$ cat config.mk
export PLATFORM = sky130hd
export DESIGN_NAME = pe_array_seq
export DESIGN_NICKNAME = d
export VERILOG_FILES = /design/src/rtl/pe_array_seq.sv
export SDC_FILE = /design/constraint.sdc
export NUM_CORES = 1
export LEC_CHECK = 0
export BUFFER_PORTS_ARGS = -buffer_cell sky130_fd_sc_hd__clkbuf_2
export CAP_MARGIN = 20
export CORE_UTILIZATION = 45
export DETAILED_ROUTE_END_ITERATION = 8
export PLACE_DENSITY = 0.74
export SLEW_MARGIN = 40
export SYNTH_ARGS = -nofsm -noshare
export SYNTH_HDL_FRONTEND = slang
export SYNTH_SLANG_ARGS = --single-unit
$ cat constraint.sdc
create_clock -name iClk -period 13.9 [get_ports iClk]
set_clock_uncertainty 0.05 [all_clocks]
set_input_delay 1.39 -clock iClk [delete_from_list [all_inputs] [get_ports iClk]]
set_output_delay 1.39 -clock iClk [all_outputs]
set_load 0.02 [all_outputs]
$ cat src/rtl/pe_array_seq.sv
// pe_array_seq: job sequencer in front of a pe_array.
// Merges weight/activation streams into array beats, issues clear-acc at
// tile boundaries, and captures each tile's result into a small FIFO.
module pe_array_seq #(
    parameter int ARRAY_NUM = 3,
    parameter int KLEN_W    = 8,
    parameter int RES_LAT   = 5,
    parameter int OUT_DEPTH = 2
) (
    input  logic                   iClk,
    input  logic                   iRstN,
    input  logic                   iStart,
    input  logic [KLEN_W-1:0]      iKLen,
    input  logic [KLEN_W-1:0]      iNumTiles,
    input  logic [4:0]             iShift,
    input  logic [ARRAY_NUM-2:0]   iPassMask,
    output logic                   oBusy,
    output logic                   oDone,
    input  logic                   iWtValid,
    input  logic [7:0]             iWtData,
    output logic                   oWtReady,
    input  logic                   iActValid,
    input  logic [8*ARRAY_NUM-1:0] iActData,
    output logic                   oActReady,
    output logic [7:0]             oArrWeight,
    output logic [8*ARRAY_NUM-1:0] oArrData,
    output logic                   oArrClearAcc,
    output logic [ARRAY_NUM-2:0]   oArrPassLeft,
    output logic [4:0]             oArrShift,
    input  logic [8*ARRAY_NUM-1:0] iArrResult,
    output logic                   oResValid,
    output logic [8*ARRAY_NUM-1:0] oResData,
    output logic                   oResLast,
    input  logic                   iResReady
);

    localparam int AW = 8*ARRAY_NUM;
    localparam int PW = (OUT_DEPTH > 1) ? $clog2(OUT_DEPTH) : 1;
    localparam int CW = $clog2(OUT_DEPTH+1);
    localparam int unsigned CREDIT = OUT_DEPTH - 1;

    typedef enum logic [2:0] {S_IDLE, S_RUN, S_FLUSH, S_DRAIN, S_DONE} state_t;

    state_t                state, state_nxt;
    logic [KLEN_W-1:0]     k_len, num_tiles, beat_cnt, tile_cnt;
    logic [4:0]            shift_q;
    logic [ARRAY_NUM-2:0]  mask_q;
    logic [7:0]            arr_wt;
    logic [AW-1:0]         arr_data;
    logic                  arr_clear;
    logic                  tok_pend, pend_last;
    logic [RES_LAT-1:0]    tok_v, tok_last;
    logic [AW:0]           fifo_mem [OUT_DEPTH];
    logic [PW-1:0]         wr_ptr, rd_ptr;
    logic [CW-1:0]         fifo_cnt;
    int unsigned           inflight;
    logic                  first_beat, last_beat, last_tile, credit_ok;
    logic                  fire, flush_go, cfg_zero, push, pop;

    // Tokens in flight; the one riding with the clear just driven counts too,
    // so back-to-back tile starts (K=1) cannot oversubscribe the FIFO.
    always_comb begin
        inflight = 0;
        if (tok_pend) inflight = inflight + 1;
        for (int unsigned i = 0; i < RES_LAT; i++)
            if (tok_v[i]) inflight = inflight + 1;
    end

    // Beat firing, credit check and next-state selection.
    always_comb begin
        first_beat = (beat_cnt == '0);
        last_beat  = (beat_cnt == k_len - KLEN_W'(1));
        last_tile  = (tile_cnt == num_tiles - KLEN_W'(1));
        credit_ok  = (inflight + 32'(fifo_cnt)) <= CREDIT;
        cfg_zero   = (iKLen == '0) || (iNumTiles == '0);
        fire       = (state == S_RUN) && iWtValid && iActValid && (!first_beat || credit_ok);
        flush_go   = (state == S_FLUSH) && credit_ok;
        state_nxt  = state;
        case (state)
            S_IDLE:  if (iStart) state_nxt = cfg_zero ? S_DONE : S_RUN;
            S_RUN:   if (fire && last_beat && last_tile) state_nxt = S_FLUSH;
            S_FLUSH: if (flush_go) state_nxt = S_DRAIN;
            S_DRAIN: if (inflight == 0 && fifo_cnt == '0) state_nxt = S_DONE;
            S_DONE:  state_nxt = S_IDLE;
            default: state_nxt = S_IDLE;
        endcase
    end

    // State register.
    always_ff @(posedge iClk or negedge iRstN) begin
        if (!iRstN) state <= S_IDLE;
        else        state <= state_nxt;
    end

    // Job config latch and beat/tile counters.
    always_ff @(posedge iClk or negedge iRstN) begin
        if (!iRstN) begin
            k_len <= '0; num_tiles <= '0; shift_q <= '0; mask_q <= '0;
            beat_cnt <= '0; tile_cnt <= '0;
        end else if (state == S_IDLE && iStart && !cfg_zero) begin
            k_len <= iKLen; num_tiles <= iNumTiles; shift_q <= iShift; mask_q <= iPassMask;
            beat_cnt <= '0; tile_cnt <= '0;
        end else if (fire) begin
            if (last_beat) begin
                beat_cnt <= '0;
                tile_cnt <= tile_cnt + KLEN_W'(1);
            end else begin
                beat_cnt <= beat_cnt + KLEN_W'(1);
            end
        end
    end

    // Registered array drive; non-fire cycles drive a zero bubble.
    always_ff @(posedge iClk or negedge iRstN) begin
        if (!iRstN) begin
            arr_wt <= '0; arr_data <= '0; arr_clear <= 1'b0;
            tok_pend <= 1'b0; pend_last <= 1'b0;
        end else begin
            arr_wt    <= fire ? iWtData : '0;
            arr_data  <= fire ? iActData : '0;
            arr_clear <= (fire && first_beat) || flush_go;
            tok_pend  <= (fire && first_beat && tile_cnt != '0) || flush_go;
            pend_last <= flush_go;
        end
    end

    // Result-latency token pipe.
    always_ff @(posedge iClk or negedge iRstN) begin
        if (!iRstN) begin
            tok_v <= '0; tok_last <= '0;
        end else begin
            tok_v[0]    <= tok_pend;
            tok_last[0] <= pend_last;
            for (int unsigned i = 1; i < RES_LAT; i++) begin
                tok_v[i]    <= tok_v[i-1];
                tok_last[i] <= tok_last[i-1];
            end
        end
    end

    assign push = tok_v[RES_LAT-1];
    assign pop  = (fifo_cnt != '0) && iResReady;

    // Result FIFO.
    always_ff @(posedge iClk or negedge iRstN) begin
        if (!iRstN) begin
            for (int unsigned i = 0; i < OUT_DEPTH; i++) fifo_mem[i] <= '0;
            wr_ptr <= '0; rd_ptr <= '0; fifo_cnt <= '0;
        end else begin
            if (push) begin
                fifo_mem[wr_ptr] <= {tok_last[RES_LAT-1], iArrResult};
                wr_ptr <= (wr_ptr == PW'(OUT_DEPTH-1)) ? '0 : wr_ptr + PW'(1);
            end
            if (pop)
                rd_ptr <= (rd_ptr == PW'(OUT_DEPTH-1)) ? '0 : rd_ptr + PW'(1);
            fifo_cnt <= fifo_cnt + CW'(push) - CW'(pop);
        end
    end

    assign oBusy        = (state != S_IDLE);
    assign oDone        = (state == S_DONE);
    assign oWtReady     = fire;
    assign oActReady    = fire;
    assign oArrWeight   = arr_wt;
    assign oArrData     = arr_data;
    assign oArrClearAcc = arr_clear;
    assign oArrPassLeft = mask_q;
    assign oArrShift    = shift_q;
    assign oResValid    = (fifo_cnt != '0);
    assign oResData     = fifo_mem[rd_ptr][AW-1:0];
    assign oResLast     = fifo_mem[rd_ptr][AW];

endmodule

Yosys cells after proc, flatten, opt, wreduce, memory -nomap -nowiden
Index checks and enable logic that the tools add are counted.

Register bits: 141. Latch bits: 0. Memory bits (writable): 0. Bits in read-only memories: 0. Input port bits: 85. Output and inout bits: 70. Logic and storage cells: 109. Memories kept: 0.

$add $sub $neg: 14. Multiply operators: 0. Divide/modulo/power cells: 0. $lt $le $gt $ge: 4. Equal/unequal tests: 10. Shift-type cells: 0. Muxes and demuxes: 28. Bitwise logic cells: 2. Reductions and logical operators: 32.

Operator list (number): 32-bit by 1-bit adder with 32-bit output (second input constant) (5); 32-bit two-way mux (5); 25-bit two-way mux (4); 8-bit two-way mux (7); 50-bit bitwise mux (1); 32-bit by 2-bit adder with 32-bit output (1); 32-bit by 1-bit <= comparator with 1-bit output (second input constant) (1); 32-bit zero test (1); 25-bit demux with 1-bit select (1); 8-bit zero test (3); 24-bit two-way mux (1); 8-bit by 1-bit adder with 8-bit output (second input constant) (2); 8-bit == test (2); 8-bit by 1-bit subtractor with 8-bit output (second input constant) (2); 3-bit two-way mux (5); 1-bit logical AND (13); 3-bit one-hot mux with 4 select lines (1); 8-bit nonzero test (1); 3-bit by 2-bit == test with 1-bit output (second input constant) (2); 2-bit inequality test (second input constant) (3); 2-bit nonzero test (3); 2-bit greater-or-equal comparator (second input constant) (2); 1-bit logical OR (4); 1-bit NOT with 2-bit output (2); other kinds (14) (18).

Longest topological paths before layout
Depth in word-level cells: 19. Depth in mapped cells: 23. Gate-level depth less buffers: 22.

Worst setup path after synthesis
OpenSTA, ideal clock, no wires.

Path kind: register to output. Start point: reg tok_pend. End point: out oWtReady. Arrival: 3947 ps. Required time: 12460 ps. Slack: 8513 ps. Stages on the path, launching flop included: 23. Path buffers: 3. Path through: dfrtp_1 inv_1 ha_1 buf_4 xnor3_1 inv_1 ha_1 a32o_1 nor2_4 inv_1 ha_1 nand2_1 o21ai_0 ha_1 a21oi_1 nor3b_1 o21ai_1 nand2b_1 o31ai_4 nor2_4 inv_2 buf_6 buf_4.

Word-level cells in the longest chain between the ends: 15.

Ends and longest elaborated chain: from (decl) (line 51) `logic tok_pend, pend_last;`; from (signal assigned) (line 122) `tok_pend <= (fire && first_beat && tile_cnt != '0) || flush_go;`; 1-bit two-way mux * (line 64) `if (tok_pend) inflight = inflight + 1;`; 32-bit by 1-bit adder with 32-bit output (line 66) `if (tok_v[i]) inflight = inflight + 1;`; 32-bit two-way mux * (line 66); 32-bit by 1-bit adder with 32-bit output (line 66); 32-bit two-way mux * (line 66); 32-bit by 1-bit adder with 32-bit output (line 66); 32-bit two-way mux * (line 66); 32-bit by 1-bit adder with 32-bit output (line 66); 32-bit two-way mux * (line 66); 32-bit by 1-bit adder with 32-bit output (line 66); 32-bit two-way mux * (line 66); 32-bit by 2-bit adder with 32-bit output * (line 74) `credit_ok = (inflight + 32'(fifo_cnt)) <= CREDIT;`; 32-bit by 1-bit <= comparator with 1-bit output * (line 74); 1-bit logical OR * (line 76) `fire = (state == S_RUN) && iWtValid && iActValid && (!first_beat || credit_ok);`; 1-bit logical AND * (line 76); to (decl) (line 21) `output logic oWtReady,`.

Every way passes the cells marked *; elsewhere a longest branch is shown, timed or not.

Final worst setup path
Start point: reg tok_pend. End point: out oActReady.

Word-level cells in the longest chain between the ends: 15.

Ends and longest elaborated chain: 1-bit two-way mux * (line 64); 32-bit by 1-bit adder with 32-bit output (line 66); 32-bit two-way mux * (line 66); 32-bit by 1-bit adder with 32-bit output (line 66); 32-bit two-way mux * (line 66); 32-bit by 1-bit adder with 32-bit output (line 66); 32-bit two-way mux * (line 66); 32-bit by 1-bit adder with 32-bit output (line 66); 32-bit two-way mux * (line 66); 32-bit by 1-bit adder with 32-bit output (line 66); 32-bit two-way mux * (line 66); 32-bit by 2-bit adder with 32-bit output * (line 74); 32-bit by 1-bit <= comparator with 1-bit output * (line 74); 1-bit logical OR * (line 76); 1-bit logical AND * (line 76); to (decl) (line 24) `output logic oActReady,`.

Marks and branches as above.

==> qor.yml <==
worst_hold_path:
  hp-class: "reg -> reg"
  hp-start: "tok_last[2]$_DFF_PN0_"
  holdPathEnd: "tok_last[3]$_DFF_PN0_"
  hold_depth: 0
finish:
  syn2layout_area_growth_pct: 21.7
  final_common_cell: "clkbuf_2"
  fin_util: 0.559
  nets: 879
  most-common-layout-cells: "clkbuf_2, dfrtp_1, nand2_1"
  drive_gt1_frac: 0.372
  diodes: 0
clocking:
  root_buffer: "clkbuf_16"
  clock_sinks: 141
  cts_buffer_depth: 2
  postCtsSetupRepairBufs: 0
  clock_latency_ns: 0.41
  htreeDepth: 4
  cts_hold_buf: 0
  tritoncts: "built"
  cts_resized: 0
  numCtsBuffers: 17
  clkTransAtPathRegs_ns: 0.06
yosys:
  synth.avg_cell_area_um2: 11.1
  synth-edff-count: 0
  ys_ff_latch: 141
  ys_types: 63
  syn_area_um2: 6950
  async_flop_share: 1.00
  syn_inst: 626
  ys_seq_area_frac: 0.507
  synth_fp_nets: 728
  synth-main-ff-cell: "dfrtp_1"
  ys.warnings.count: 0
setup_path:
  crit_fanout: 34
  cp.buffers_inverters: 4
  setup.worst_path.end_class: "output port"
  worstSetupPathType: "reg -> out"
  slowest_stage: "o31ai_4"
  required_ns: 12.46
  critical_path.top_delay_family: "compound AO/OA/AOI/OAI gates"
  cp_common_cell: "ha_1"
  timing.rr.end: "oArrData[16]$_DFF_PN0_"
  reg2regPathDepth: 22
  rrSetupSlack_ns: 9.06
  cp-start-kind: "flip-flop"
  critPathArrivalTime_ns: 5.19
  worstPathCellList: "inv_1 > ha_1 > mux2i_1 > xnor2_1 > nand2_1 > o31ai_1 > ha_1 > a32o_1 > nor2_4 > inv_1 > ha_1 > nand2_1 > o21ai_0 > ha_1 > a21oi_1 > nor3b_1 > o21ai_1 > nand2b_1 > o31ai_4 > nor2_4 > inv_2 > clkbuf_2"
  crit_path_max_incr_delay_ns: 0.59
  reg2reg_from: "tok_pend$_DFF_PN0_"
routing:
  first_pass_iters: 4
  drt_wl_total_mm: 14.1
  routedWlPerCell_um: 14.4
  drc_errors: 0
  avgViaCountPerCell: 5.14
  ant_nets: 0
  num_vias: 5031
  drt_iter0_markers: 288
power:
  p_leak_nw: 4.12
  peakVddDrop_uv: 141
  powerDensity_nw_per_um2: 203
grt:
  grt_antenna_before_repair: 0
  grt_use_total: 0.186
  grt_pass1_wl_mm: 23.6
  grt_pass1_vias: 4965
  overflow: 0
  grt_max_degree: 78
sta:
  relSlewSlack: 0.445
  finalSetupViolCount: 0
  whs_ns: 0.296
  rsz0062_at_grt: "false"
  period_needed_ns: 6.63
  maxSlewViolCount: 0
  setup_tns_ns: 0
  worstMarginPinSlew_ns: 0.830
  final-hold-violation-count: 0
  fmax_mhz: 151
  period_share: 0.477
placement:
  place_congestion: 0.818
  place.port_buffers: 154
  dp_hpwl_mm: 9.81
floorplan:
  initial_core_util: 0.459
  row_count: 45
  core_area_um2: 15100
  io_pins: 155
  die_w_um: 126
  die_h_um: 126
  die-area_um2: 16000
job:
  maxCapViolCount: 0
status:
  outcome: "finished, final reports clean"
[through the flow]
stage               cell area (um^2)  setup slack, ns  total power [mW]  instances
floorplan                       6950             8.51              1.09        626
global placement                7850             7.81              1.25        946
detailed placement              7860             7.69              1.27        946
CTS                             8460             7.23              1.74        978
global route                    8460             6.87              1.83        978
finish                          8460             7.27              1.72        978
[final cells by class]
cell class | count | area (um^2)
Fill cell | 1337 | 6680
Clock inverter | 14 | 168
Multi-Input combinational cell | 432 | 3180
Timing Repair Buffer | 159 | 818
Clock buffer | 18 | 439
Tap cell | 188 | 235
Inverter | 26 | 97.6
Sequential cell | 141 | 3530
[cells in the mapped netlist (4+ instances only)]
| cell | count | area, um^2 |
|---|---|---|
| ha_1 | 16 | 200 |
| nor3_1 | 11 | 55.1 |
| dfrtp_1 | 141 | 3530 |
| nand2_1 | 91 | 342 |
| or3_1 | 4 | 25.0 |
| nor2b_1 | 7 | 43.8 |
| inv_1 | 24 | 90.1 |
| nand2b_1 | 7 | 43.8 |
| o21ai_0 | 25 | 125 |
| nor4_1 | 9 | 56.3 |
| and2_1 | 37 | 231 |
| mux2i_1 | 10 | 100 |
| nor2_1 | 10 | 37.5 |
| xnor2_1 | 15 | 131 |
| buf_4 | 5 | 37.5 |
| xor2_1 | 10 | 87.6 |
| a21oi_1 | 19 | 95.1 |
| buf_6 | 5 | 56.3 |
| mux2_2 | 76 | 856 |
| nor3b_1 | 6 | 45.0 |
| or2_2 | 6 | 37.5 |
| and3_1 | 8 | 50.1 |
| nand3_1 | 8 | 40.0 |
| nand4_1 | 4 | 25.0 |
| clkbuf_1 | 11 | 41.3 |
[metal layers]
metal | vias up | global-route usage | part of all wire
met3 | 7 | 0.0565 | 0.046
met5 | - | 0 | 0
met2 | 122 | 0.325 | 0.50
met1 | 2447 | 0.230 | 0.45
met4 | 0 | 0.0276 | 0.0043
li1 | 2455 | - | -
[registers in the layout, indices dropped and copies added (netlist names)]
name and cells:
fifo_mem 50, oArrData 24, beat_cnt 8, k_len 8, num_tiles 8, oArrWeight 8
tile_cnt 8, oArrShift 5, tok_last 5, tok_v 5, state 3, fifo_cnt 2
oArrPassLeft 2, oArrClearAcc 1, pend_last 1, rd_ptr 1, tok_pend 1, wr_ptr 1
[cell families after synthesis]
| group | Yosys count | share of synthesized area |
|---|---|---|
| xor+xnor | 28 | 0.0394 |
| compound gates | 74 | 0.0700 |
| buf+inv | 53 | 0.0372 |
| mux | 86 | 0.137 |
| fa+ha+maj | 17 | 0.0317 |
| flops | 141 | 0.507 |
| simple gates | 227 | 0.177 |
[power by group]
group          total, mW  internal (mW)  switching (mW)
sequential         0.649          0.549           0.100
clock              0.461          0.287           0.174
combinational      0.611          0.280           0.331
total               1.72           1.12           0.606
[how the worst max path moves through the flow]
stage                             from   endpoint  slack [ns]  depth (start not counted)
floorplan           tok_pend$_DFF_PN0_   oWtReady        8.51                         22
global placement    tok_pend$_DFF_PN0_  oActReady        7.81                         20
detailed placement  tok_pend$_DFF_PN0_  oActReady        7.69                         22
CTS                 tok_pend$_DFF_PN0_  oActReady        7.23                         22
global route        tok_pend$_DFF_PN0_  oActReady        6.87                         22
finish              tok_pend$_DFF_PN0_  oActReady        7.27                         22
[worst register-to-register path, stage by stage, from the launching register on]
cell and delay [ns]:
dfrtp_1 0.39, inv_1 0.09, ha_1 0.23, mux2i_1 0.30
xnor2_1 0.16, nand2_1 0.07, o31ai_1 0.09, ha_1 0.27
a32o_1 0.24, nor2_4 0.16, inv_1 0.06, ha_1 0.30
nand2_1 0.07, o21ai_0 0.11, ha_1 0.31, a21oi_1 0.09
nor3b_1 0.18, o21ai_1 0.15, nand2b_1 0.23, o31ai_4 0.59
nor2_4 0.10, inv_2 0.34, and2_1 0.21
Power figures use the tool's default switching activity.
